**config.mk**
```make
export PLATFORM = sky130hd
export DESIGN_NAME = if_prefetch_queue_flat
export DESIGN_NICKNAME = d
export VERILOG_FILES = /design/src/rtl/if_prefetch_queue_pkg.sv /design/src/rtl/if_prefetch_queue_if.sv /design/src/rtl/if_prefetch_queue_fifo.sv /design/src/rtl/if_prefetch_queue.sv /design/src/flat_wrapper.sv
export SDC_FILE = /design/constraint.sdc
export NUM_CORES = 1
export LEC_CHECK = 0
export ABC_AREA = 0
export BUFFER_PORTS_ARGS = -buffer_cell sky130_fd_sc_hd__buf_4
export CELL_PAD_IN_SITES_DETAIL_PLACEMENT = 0
export CELL_PAD_IN_SITES_GLOBAL_PLACEMENT = 2
export CORE_AREA = 3 3 183 185
export CTS_CLUSTER_SIZE = 14
export DETAILED_ROUTE_END_ITERATION = 10
export DIE_AREA = 0 0 186 188
export GPL_TIMING_DRIVEN = 0
export PLACE_DENSITY_LB_ADDON = 0.2
export REMOVE_ABC_BUFFERS = 1
export SLEW_MARGIN = 20
export SYNTH_ARGS = -nofsm -noshare
export SYNTH_HDL_FRONTEND = slang
export SYNTH_HIERARCHICAL = 1
export SYNTH_SLANG_ARGS = --single-unit
export TNS_END_PERCENT = 5
```
**constraint.sdc**
```tcl
create_clock -name clk -period 3.9 [get_ports clk]
set_input_delay 0.78 -clock clk [delete_from_list [all_inputs] [get_ports clk]]
set_output_delay 0.78 -clock clk [all_outputs]
set_load 0.05 [all_outputs]
```
**src/rtl/if_prefetch_queue_pkg.sv**
```systemverilog
// ---------------------------------------------------------------------------
// if_prefetch_queue_pkg
//   Shared RV32I fetch-side constants and types, used by cpu_top and by the
//   instruction-fetch prefetch queue.
//   XLEN             datapath width
//   INST_NOP         canonical NOP (addi x0, x0, 0) shown when nothing is valid
//   PC_STEP          sequential fetch increment
//   RESET_PC_DEFAULT fetch PC loaded on reset
//   fetch_entry_t    one queue entry: {pc, inst}
// ---------------------------------------------------------------------------
package if_prefetch_queue_pkg;

  localparam int              XLEN             = 32;
  localparam logic [XLEN-1:0] INST_NOP         = 32'h0000_0013;
  localparam logic [XLEN-1:0] PC_STEP          = 32'd4;
  localparam logic [XLEN-1:0] RESET_PC_DEFAULT = 32'h0000_0000;

  typedef struct packed {
    logic [XLEN-1:0] pc;
    logic [XLEN-1:0] inst;
  } fetch_entry_t;

endpackage

```
**src/rtl/if_prefetch_queue_if.sv**
```systemverilog
// ---------------------------------------------------------------------------
// if_prefetch_queue_if
//   Fetch -> decode handshake.
//   if_valid  head entry valid
//   if_pc     PC of head entry (0 when not valid)
//   if_inst   instruction of head entry (NOP when not valid)
//   id_ready  decode accepts the head entry this cycle
//   master = fetch side, slave = decode side.
// ---------------------------------------------------------------------------
interface if_prefetch_queue_if;
  import if_prefetch_queue_pkg::*;

  logic            if_valid;
  logic [XLEN-1:0] if_pc;
  logic [XLEN-1:0] if_inst;
  logic            id_ready;

  modport master (output if_valid, output if_pc, output if_inst, input id_ready);
  modport slave  (input if_valid, input if_pc, input if_inst, output id_ready);

endinterface

```
**src/rtl/if_prefetch_queue_fifo.sv**
```systemverilog
// ---------------------------------------------------------------------------
// if_fifo
//   Small register-array FIFO with synchronous flush.
//   clk, rst   clock / asynchronous active-low reset
//   i_push     write i_din at the tail (ignored when full unless popping)
//   i_pop      drop the head entry (ignored when empty)
//   i_flush    empty the queue; wins over push and pop
//   i_din      write data
//   o_dout     head entry (storage contents when empty are don't-care)
//   o_empty    no entries
//   o_full     DEPTH entries
// ---------------------------------------------------------------------------
module if_fifo #(
  parameter int WIDTH = 64,
  parameter int DEPTH = 4
) (
  input  logic             clk,
  input  logic             rst,
  input  logic             i_push,
  input  logic             i_pop,
  input  logic             i_flush,
  input  logic [WIDTH-1:0] i_din,
  output logic [WIDTH-1:0] o_dout,
  output logic             o_empty,
  output logic             o_full
);

  localparam int             PW         = $clog2(DEPTH);
  localparam int             CW         = PW + 1;
  localparam logic [CW-1:0]  FULL_COUNT = CW'(DEPTH);

  logic [WIDTH-1:0] r_mem [DEPTH];
  logic [PW-1:0]    r_wptr;
  logic [PW-1:0]    r_rptr;
  logic [CW-1:0]    r_count;
  logic             w_wr;
  logic             w_rd;

  assign o_empty = (r_count == '0);
  assign o_full  = (r_count == FULL_COUNT);
  assign o_dout  = r_mem[r_rptr];

  // A full queue can still accept a write when the head leaves in the same
  // cycle: the slot being written is the one being read out.
  assign w_rd = i_pop & ~o_empty & ~i_flush;
  assign w_wr = i_push & ~i_flush & (~o_full | w_rd);

  // NOTE: sequential state uses non-blocking assignments so every register
  // samples pre-edge values regardless of statement order.
  always_ff @(posedge clk or negedge rst) begin
    if (!rst) begin
      r_wptr  <= '0;
      r_rptr  <= '0;
      r_count <= '0;
    end else if (i_flush) begin
      r_wptr  <= '0;
      r_rptr  <= '0;
      r_count <= '0;
    end else begin
      if (w_wr) r_wptr <= r_wptr + 1'b1;
      if (w_rd) r_rptr <= r_rptr + 1'b1;
      unique case ({w_wr, w_rd})
        2'b10:   r_count <= r_count + 1'b1;
        2'b01:   r_count <= r_count - 1'b1;
        default: r_count <= r_count;
      endcase
    end
  end

  // NOTE: storage has no reset; occupancy is tracked by r_count alone, so
  // stale contents are never observed and the array maps to plain flops/RAM.
  always_ff @(posedge clk) begin
    if (w_wr) r_mem[r_wptr] <= i_din;
  end

endmodule

```
**src/rtl/if_prefetch_queue.sv**
```systemverilog
// ---------------------------------------------------------------------------
// if_prefetch_queue
//   Instruction-fetch stage: owns the fetch PC, drives the combinational imem,
//   queues {pc, inst} pairs and hands them to decode; a redirect flushes the
//   queue and restarts fetch at the target.
//   clk, rst        clock / asynchronous active-low reset
//   inst_addr_o     imem address (= fetch PC)
//   inst_i          imem data for inst_addr_o, same cycle
//   redirect_i      flush and restart fetch
//   redirect_pc_i   restart target, bits [1:0] forced to 0
//   id_bus          decode handshake (master side)
// ---------------------------------------------------------------------------
module if_prefetch_queue
  import if_prefetch_queue_pkg::*;
#(
  parameter logic [XLEN-1:0] RESET_PC = RESET_PC_DEFAULT,
  parameter int              DEPTH    = 4
) (
  input  logic                 clk,
  input  logic                 rst,
  output logic [XLEN-1:0]      inst_addr_o,
  input  logic [XLEN-1:0]      inst_i,
  input  logic                 redirect_i,
  input  logic [XLEN-1:0]      redirect_pc_i,
  if_prefetch_queue_if.master  id_bus
);

  logic [XLEN-1:0] r_fetch_pc;
  logic            w_push;
  logic            w_pop;
  logic            w_full;
  logic            w_empty;
  logic            w_valid;
  fetch_entry_t    w_head;
  fetch_entry_t    w_tail;
  logic            w_unused_pc_lsb;

  // Target alignment drops the low bits; keep them visibly consumed.
  assign w_unused_pc_lsb = ^redirect_pc_i[1:0];

  assign w_valid = ~w_empty;
  assign w_pop   = w_valid & id_bus.id_ready;
  // Redirect squashes the word fetched this cycle; a full queue may still
  // take a word when its head is popped, sustaining one per cycle.
  assign w_push  = ~redirect_i & (~w_full | w_pop);

  assign w_tail      = '{pc: r_fetch_pc, inst: inst_i};
  assign inst_addr_o = r_fetch_pc;

  always_ff @(posedge clk or negedge rst) begin
    if (!rst) begin
      r_fetch_pc <= RESET_PC;
    end else if (redirect_i) begin
      r_fetch_pc <= {redirect_pc_i[XLEN-1:2], 2'b00};
    end else if (w_push) begin
      r_fetch_pc <= r_fetch_pc + PC_STEP;
    end
  end

  if_fifo #(
    .WIDTH ($bits(fetch_entry_t)),
    .DEPTH (DEPTH)
  ) u_fifo (
    .clk     (clk),
    .rst     (rst),
    .i_push  (w_push),
    .i_pop   (w_pop),
    .i_flush (redirect_i),
    .i_din   (w_tail),
    .o_dout  (w_head),
    .o_empty (w_empty),
    .o_full  (w_full)
  );

  // Idle values are fixed so decode never sees stale storage.
  assign id_bus.if_valid = w_valid;
  assign id_bus.if_pc    = w_valid ? w_head.pc   : '0;
  assign id_bus.if_inst  = w_valid ? w_head.inst : INST_NOP;

endmodule

```
**src/flat_wrapper.sv**
```systemverilog
// flat-port wrapper written by rule: the top's interface ports become plain ports
module if_prefetch_queue_flat import if_prefetch_queue_pkg::*;
#(
  parameter logic [XLEN-1:0] RESET_PC = RESET_PC_DEFAULT,
  parameter int              DEPTH    = 4
)
  (clk, rst, inst_addr_o, inst_i, redirect_i, redirect_pc_i, id_bus_if_valid, id_bus_if_pc, id_bus_if_inst, id_bus_id_ready);
  if_prefetch_queue_if id_bus_i ();
  input  logic clk;
  input  logic rst;
  output logic [XLEN-1:0] inst_addr_o;
  input  logic [XLEN-1:0] inst_i;
  input  logic redirect_i;
  input  logic [XLEN-1:0] redirect_pc_i;
  output wire logic [$bits(id_bus_i.if_valid)-1:0] id_bus_if_valid;
  output wire logic [$bits(id_bus_i.if_pc)-1:0] id_bus_if_pc;
  output wire logic [$bits(id_bus_i.if_inst)-1:0] id_bus_if_inst;
  input wire logic [$bits(id_bus_i.id_ready)-1:0] id_bus_id_ready;
  assign id_bus_if_valid = id_bus_i.if_valid;
  assign id_bus_if_pc = id_bus_i.if_pc;
  assign id_bus_if_inst = id_bus_i.if_inst;
  assign id_bus_i.id_ready = id_bus_id_ready;
  if_prefetch_queue #(.RESET_PC(RESET_PC), .DEPTH(DEPTH)) u_core (.clk(clk), .rst(rst), .inst_addr_o(inst_addr_o), .inst_i(inst_i), .redirect_i(redirect_i), .redirect_pc_i(redirect_pc_i), .id_bus(id_bus_i));
endmodule
```
Yosys cells after proc, flatten, opt, wreduce, memory -nomap -nowiden. Memories as Yosys holds them, arrays and structs flattened. Cells that the tools add are included.

Multiplexer cells: 12. Equal/unequal tests: 3. Magnitude comparators: 0. Bitwise logic cells: 11. Multiply operators: 0. $add $sub $neg: 5. Divide/modulo/power cells: 0. Shift-type cells: 0. Reductions and logical operators: 5.

Operator list (count): $mux 32 (4); $add 32x3->32 const B (1); $mux 2 (4); $and 1x1->1 (6); $pmux 3 s2 (1); $reduce_bool 2->1 (3); $add 2x1->2 const B (2); $add 3x1->3 const B (1); $eq 3x3->1 const B (1); $logic_not 3->1 (1); $mux 3 (1); $not 1->1 (3); $reduce_bool 3->1 (1); $sub 3x1->3 const B (1); $eq 2x1->1 const B (1); $eq 2x2->1 const B (1); $mux 1 (2); $or 1x1->1 (2).

Memories: 1. Logic and storage cells: 41. Input bits: 68. Bits in writable memories: 256. Latch bits: 0. Output and inout bits: 97. Register bits after elaboration: 39. ROM bits: 0.

Memories: u_core.u_fifo.r_mem (words 4, bits a word 64, rd ports 1, clocked after Yosys merged registers in 0, write ports 1, RTL line if_prefetch_queue_fifo.sv:32) `logic [WIDTH-1:0] r_mem [DEPTH];`.

Longest topological paths before layout. Gate-level depths: netlist of run 1.

Depth in word-level cells: 10. Gate-level depth with buffers: 13. Mapped depth without buffers: 10.

Hierarchy. The synthesis of run 1 kept the hierarchy.

Modules (own cells, without submodules): if_fifo (area each 9766.9 µm², times used 1, seq. area each 7862.5 µm², cells an instance 398); if_prefetch_queue (area each 2353.5 µm², times used 1, seq. area each 750.7 µm², cells an instance 300).

Worst setup path after synthesis of run 1. Ideal clock, no wire load.

Path kind: in2reg. From: in redirect_i. To: mem u_core.u_fifo.r_mem[1][0], enable pin. Arrival time: 3.338 ns. Slack: 0.134 ns. Library setup time: 0.429 ns. Data required time: 3.471 ns. Stages: 7. Path buffers: 3. Path through: clkbuf_1 > clkbuf_1 > nor2_1 > buf_2 > inv_1 > nor3_1 > and2_1.

Word-level cells in the longest chain between the ends: 6. Elaborated cells between the ends (all ways): 8. Classes of those cells: 2 x mux; 6 x bitwise.

RTL lines: start: declaration (RTL line flat_wrapper.sv:13) `input logic redirect_i;`; $not 1->1 (RTL line if_prefetch_queue.sv:45) `assign w_push = ~redirect_i & (~w_full | w_pop);`; $and 1x1->1 (RTL line if_prefetch_queue.sv:45); named net u_core.w_push (RTL line if_prefetch_queue.sv:29) `logic w_push;`; $and 1x1->1 (2 in series) (RTL line if_prefetch_queue_fifo.sv:46) `assign w_wr = i_push & ~i_flush & (~o_full | w_rd);`; $mux 1 (RTL line if_prefetch_queue_fifo.sv:73) `if (w_wr) r_mem[r_wptr] <= i_din;`; $mux 1 (not written as such) (RTL line if_prefetch_queue_fifo.sv:73); end: declaration (RTL line if_prefetch_queue_fifo.sv:32).

The timed path passes the listed nets, and every way through them passes these cells.

==> impl_metrics.toml, run 1 <==
[layout]
antennaDiodeCount = 0
postLayoutCellArea_um2 = 15100
multi_input_area_um2 = 3330
syn_to_final_growth_pct = 24.5
nFillCells = 2847
fin_nets = 958
final-instance-count-excl-fill = 1318
regArea_um2 = 8620
drive_above_1_share_pct = 34.4

[timing]
finalMaxSlewViolations = 0
fin_crit_sh_pct = 92.8
slew_headroom_pct = 51.9
hold_viol_final = 0
tns_ns = 0
finalCriticalPeriod_ns = 3.62
setup_viol = 0
tightest_slew_ns = 0.703
rsz0062_at_grt = "false"
layout_setup_ws_ns = 0.282
finalClockSkew_ns = 0.0157
max_freq_mhz = 276

[setup_path]
crit_path_end = "id_bus_if_inst[4]"
reg2reg_from = "u_core/u_fifo/r_count[1]$_DFFE_PN0P_"
setup.worst_path.start_class = "flip-flop"
crit-reg2reg-capture = "u_core/u_fifo/r_mem[2][28]$_DFFE_PP_"
critPathCaptureType = "output port"
r2r_setup_slack_ns = 0.41
cp.arrival_ns = 2.84
path_class = "reg -> out"
cp-startpoint = "u_core/u_fifo/r_rptr[0]$_DFFE_PN0P_"
crit_fanout = 30
critPathRequiredTime_ns = 3.12
reg2reg_depth = 9

[power_and_ir_drop]
leakage_nw = 5.19
ir_worst_vdd_mv = 0.259
power_mw = 8.21
power_per_cell_area_nw_per_um2 = 544

[routing]
drtAntennaViolNets = 0
num_vias = 6965
wl_per_cell_um = 21.7
totalWireLength_um = 28600
vias_per_cell = 5.28
route.detailed.drc = 0
drtIter0Drc = 326
drt_pass1_iterations = 6

[logic_synthesis]
netlist_top_cells_area = "edfxtp_1, mux4_2, dfrtp_1"
synthAdderAreaFrac_pct = 0.681
ys_warn_count = 6
synth_top_family_by_area = "multiplexers"
syn_area_um2 = 12100
synth-xor-area-share_pct = 0.939
async_flop_share_pct = 12.6
synth_most_common_cell = "edfxtp_1"
synthDistinctLibCells = 57
synth_top_area_share_pct = 63.4
synth_seq_area_share_pct = 71.1
synth-edff-count = 256
synth_top_area_cell = "edfxtp_1"
syn_inst = 698
yosys-top-cells-count = "edfxtp_1, mux4_2, nor2b_1"
synth-simple-area-share_pct = 9.03
yosys_most_used_dff = "edfxtp_1"
synth-compound-area-share_pct = 3.91
synth_area_per_cell_um2 = 17.4
ys_ff_latch = 293
synth.area.mux_share_pct = 12.1

[cts]
clockRootBuffer = "clkbuf_16"
path_clk_slew_ns = 0.06
cts_buffers = 34
cts_tree = "done"
ctsLongestPathBuffers = 3
cts.sinks = 293
insertion_delay_ns = 0.50
htree_levels = 2
postCtsHoldBufs = 0

[floorplan]
coreArea_um2 = 32200
row_count = 66
start_util_pct = 37.6
dieHeight_um = 188
num_io_pins = 165
dieArea_um2 = 35000
die_w_um = 186

[min_path]
min_path_type = "in -> async"

[place]
io_buffers = 160
gp_congestion = 0.748
place_area_um2 = 13900
dpl_worst_slack_ns = -0.304
dp.cells = 1250
hpwl_um = 17600

[status]
status = "complete, no violations"

[grt]
antenna_found_initial = 0
grt_usage_pct = 16.4
grt_max_degree = 51
overflow = 0
grt_pass1_vias = 7347
grt_pass1_wl_um = 43800

[job]
cap_violations = 0
per-stage QoR:
step,util (%),hold slack (ns)
floorplan,-,0.484
global placement,42.4,0.578
detailed placement,43.2,0.594
CTS,46.8,0.280
global route,46.9,0.298
finish,46.9,0.279
per-layer routing:
layer | vias up | share of wire [%] | GRT usage, %
met5 | - | 0 | 0
met4 | 0 | 1.4 | 3.24
met3 | 36 | 5.1 | 3.10
met2 | 199 | 50 | 27.4
met1 | 3586 | 44 | 22.6
li1 | 3144 | - | -
state kept, by name (all words and copies together), names as in the netlist:
signal	count
u_core/u_fifo/r_wptr	2
u_core/u_fifo/r_mem	256
u_core/u_fifo/r_rptr	2
u_core/u_fifo/r_count	3
u_core/inst_addr_o	30
where the power goes:
part | switching (mW) | total (mW) | leakage, nW | internal (mW)
Clock | 1.18 | 3.10 | 0.540 | 1.92
Sequential | 0.128 | 3.69 | 2.76 | 3.56
Combinational | 0.928 | 1.42 | 1.89 | 0.493
worst min-delay path by stage:
stage | from | end | depth (start not counted)
after detailed placement | u_core/u_fifo/r_wptr[1]$_DFFE_PN0P_ | u_core/u_fifo/r_wptr[1]$_DFFE_PN0P_ | 2
after global placement | u_core/u_fifo/r_wptr[1]$_DFFE_PN0P_ | u_core/u_fifo/r_wptr[1]$_DFFE_PN0P_ | 2
final | rst | u_core/inst_addr_o[14]$_DFFE_PN0P_ | 1
after global routing | rst | u_core/inst_addr_o[14]$_DFFE_PN0P_ | 1
after floorplan | rst | u_core/inst_addr_o[10]$_DFFE_PN0P_ | 0
after CTS | rst | u_core/inst_addr_o[12]$_DFFE_PN0P_ | 1
cell families after synthesis:
family                   Yosys count
multiplexers                      66
other                              1
AO/OA/AOI/OAI                     68
AND/OR/NAND/NOR                  193
XOR/XNOR                          13
flip-flops                       293
adder cells (fa/ha/maj)            6
buffers and inverters             58
critical path, stage by stage (launching register included):
cell and delay, ns:
dfrtp_4 0.72, buf_12 0.27, buf_16 0.27, mux4_2 0.55
or2_2 0.30, buf_4 0.19
layout by cell type (no fill, tap or decap), drive strengths merged, types with 9 or more instances in the layout:
master,n
edfxtp,256
buf,177
mux4,64
nor2b,62
clkbuf,49
dfrtp,37
nor2,29
nand2,28
inv,17
nand3,16
a31oi,14
o21ai,14
or4,13
nand4,11
o31ai,10
conb,10
xnor2,9
clkinv,9
and2,9
area by class of cell:
type	count	area share, %
Inverter	18	0.472
Timing Repair Buffer	177	9.61
Clock inverter	13	0.754
Multi-Input combinational cell	360	22.0
Sequential cell	293	57.1
Tap cell	408	3.38
Clock buffer	49	6.63
what timing repair did:
item | 4_1_cts | 5_1_grt
pin swaps | 3 | 3
setup endpoints to repair | 153 | 190
gates resized for setup | 2 | 3
gates cloned | 3 | 1
setup buffers | 0 | 2
No activity file was read; power rests on OpenSTA's default activity.
==> run 2: changes to the inputs <==
--- a/config.mk
+++ b/config.mk
@@ -10,6 +10,7 @@
 export CELL_PAD_IN_SITES_DETAIL_PLACEMENT = 0
 export CELL_PAD_IN_SITES_GLOBAL_PLACEMENT = 2
 export CORE_AREA = 3 3 183 185
+export CTS_BUF_LIST = sky130_fd_sc_hd__clkbuf_8 sky130_fd_sc_hd__clkbuf_16
 export CTS_CLUSTER_SIZE = 14
 export DETAILED_ROUTE_END_ITERATION = 10
 export DIE_AREA = 0 0 186 188
==> run 2 against run 1 <==
  * Global-route usage is the same
  * Sequential share of layout area is the same
  * Sequential cell count is the same
  * Non-clock buffer count is the same
  * Worst hold slack is essentially flat
  * Sequential power is essentially flat
  * Core utilization is the same
  * Die area is the same
  * Highest routed layer unchanged
==> impl_metrics.toml, run 2 (synthesis gave the netlist of run 1 again) <==
[grt]
grt_max_degree = 51
antenna_found_initial = 0
grt_usage_pct = 16.4
grt_pass1_wl_um = 43800
grt_pass1_vias = 7352
overflow = 0

[power_and_ir_drop]
power_mw = 8.19
ir_worst_vdd_mv = 0.258
leakage_nw = 5.23
power_per_cell_area_nw_per_um2 = 543

[floorplan]
row_count = 66
dieHeight_um = 188
coreArea_um2 = 32200
num_io_pins = 165
start_util_pct = 37.6
dieArea_um2 = 35000
die_w_um = 186

[layout]
fin_nets = 958
largest_register_ffs = 256
antennaDiodeCount = 0
final-instance-count-excl-fill = 1318
syn_to_final_growth_pct = 24.5
final_cell_mix = "edfxtp_1, buf_4, mux4_2, nor2b_1, clkbuf_16"
layout.cells.most_common = "edfxtp_1"
drive_above_1_share_pct = 34.4
regMostFlops = "u_core/u_fifo/r_mem"
final_util_pct = 46.9

[setup_path]
setup.worst_path.start_class = "flip-flop"
cp.arrival_ns = 2.83
crit_fanout = 30
reg2reg_depth = 9
r2r_setup_slack_ns = 0.41
crit_path_end = "id_bus_if_inst[4]"
critPathCaptureType = "output port"
path_class = "reg -> out"
slowest_delay_ns = 0.72
cpMaxStageDelayCell = "dfrtp_4"
reg2reg_from = "u_core/u_fifo/r_count[1]$_DFFE_PN0P_"
path_cells = "buf_12 > buf_16 > mux4_2 > or2_2 > buf_4"
cp-startpoint = "u_core/u_fifo/r_rptr[0]$_DFFE_PN0P_"
critPathRequiredTime_ns = 3.12
crit-reg2reg-capture = "u_core/u_fifo/r_mem[2][28]$_DFFE_PP_"

[timing]
hold_viol_final = 0
slew_headroom_pct = 47.3
rsz0062_at_grt = "false"
finalCriticalPeriod_ns = 3.61
finalClockSkew_ns = 0.0153
setup_viol = 0
max_freq_mhz = 277
fin_crit_sh_pct = 92.5
timing.hold.ws_ns = 0.279
finalMaxSlewViolations = 0
tightest_slew_ns = 0.770
tns_ns = 0

[place]
dp.cells = 1250
io_buffers = 160
hpwl_um = 17600
gp_congestion = 0.748

[cts]
cts_tree = "done"
postCtsHoldBufs = 0
ctsLongestPathBuffers = 3
path_clk_slew_ns = 0.06
insertion_delay_ns = 0.49
clockRootBuffer = "clkbuf_16"
cts_buffers = 34
cts.sinks = 293
htree_levels = 2

[routing]
highest_layer = "met4"
met2_length_um = 14200
drtAntennaViolNets = 0
wl_met3_um = 1520
totalWireLength_um = 28600
wl_per_cell_um = 21.7
drtIter0Drc = 341
drt_pass1_iterations = 5
vias_per_cell = 5.26
num_vias = 6939
route.detailed.drc = 0
met1_length_um = 12500

[min_path]
min_path_type = "in -> async"

[status]
status = "complete, no violations"

[job]
cap_violations = 0
run 2: cell count changes in the layout (fill, tap and decap cells not counted), sizes merged:
cell / delta
clkbuf: -9
inv: +9
run 2: worst max-delay path: cells and delay by family (launching register included):
kind / cells / cell delay (ns)
buffers and inverters: 3 / 0.74
flip-flops: 1 / 0.72
multiplexers: 1 / 0.55
AND/OR/NAND/NOR: 1 / 0.30
run 2: per-layer routing:
metal | GRT usage (%) | up-vias
met5 | 0 | -
met4 | 3.24 | 0
met3 | 3.10 | 33
met2 | 27.4 | 191
met1 | 22.5 | 3572
li1 | - | 3143
run 2: area by class of cell:
cell class / instances / area, um2
Inverter: 18 / 71.3
Sequential cell: 293 / 8620
Fill cell: 2847 / 17100
Clock buffer: 40 / 967
Clock inverter: 22 / 148
Timing Repair Buffer: 177 / 1450
Tap cell: 408 / 510
Multi-Input combinational cell: 360 / 3330
run 2: how the worst min path moves through the flow:
stage                     cells past startpoint  slack [ns]                             endpoint
after CTS                                     1        0.28   u_core/inst_addr_o[12]$_DFFE_PN0P_
after global routing                          1        0.30   u_core/inst_addr_o[14]$_DFFE_PN0P_
final                                         1        0.28   u_core/inst_addr_o[14]$_DFFE_PN0P_
after floorplan                               0        0.48   u_core/inst_addr_o[10]$_DFFE_PN0P_
after detailed placement                      2        0.59  u_core/u_fifo/r_wptr[1]$_DFFE_PN0P_
after global placement                        2        0.58  u_core/u_fifo/r_wptr[1]$_DFFE_PN0P_
run 2: what timing repair did:
action | CTS | global route
pin swaps | 3 | 3
endpoints found under the hold margin | 0 | 0
gates cloned | 3 | 1
gates resized for setup | 2 | 3
buffers inserted | 0 | 2
setup endpoints to repair | 150 | 190
run 2: power by group:
part	leakage (nW)	switching [mW]	total, mW	internal (mW)
Combinational	1.89	0.929	1.42	0.493
Sequential	2.76	0.128	3.69	3.56
Clock	0.578	1.18	3.08	1.89
Total	5.23	2.24	8.19	5.95
run 2: metrics by stage:
stage                     instance area [um2]  setup WS [ns]
final                                   15100          0.291
after global routing                    15100          0.119
after CTS                               15100         0.0315
after detailed placement                13900         -0.304
after global placement                  13700          -8.05
after floorplan                         11900          -2.48
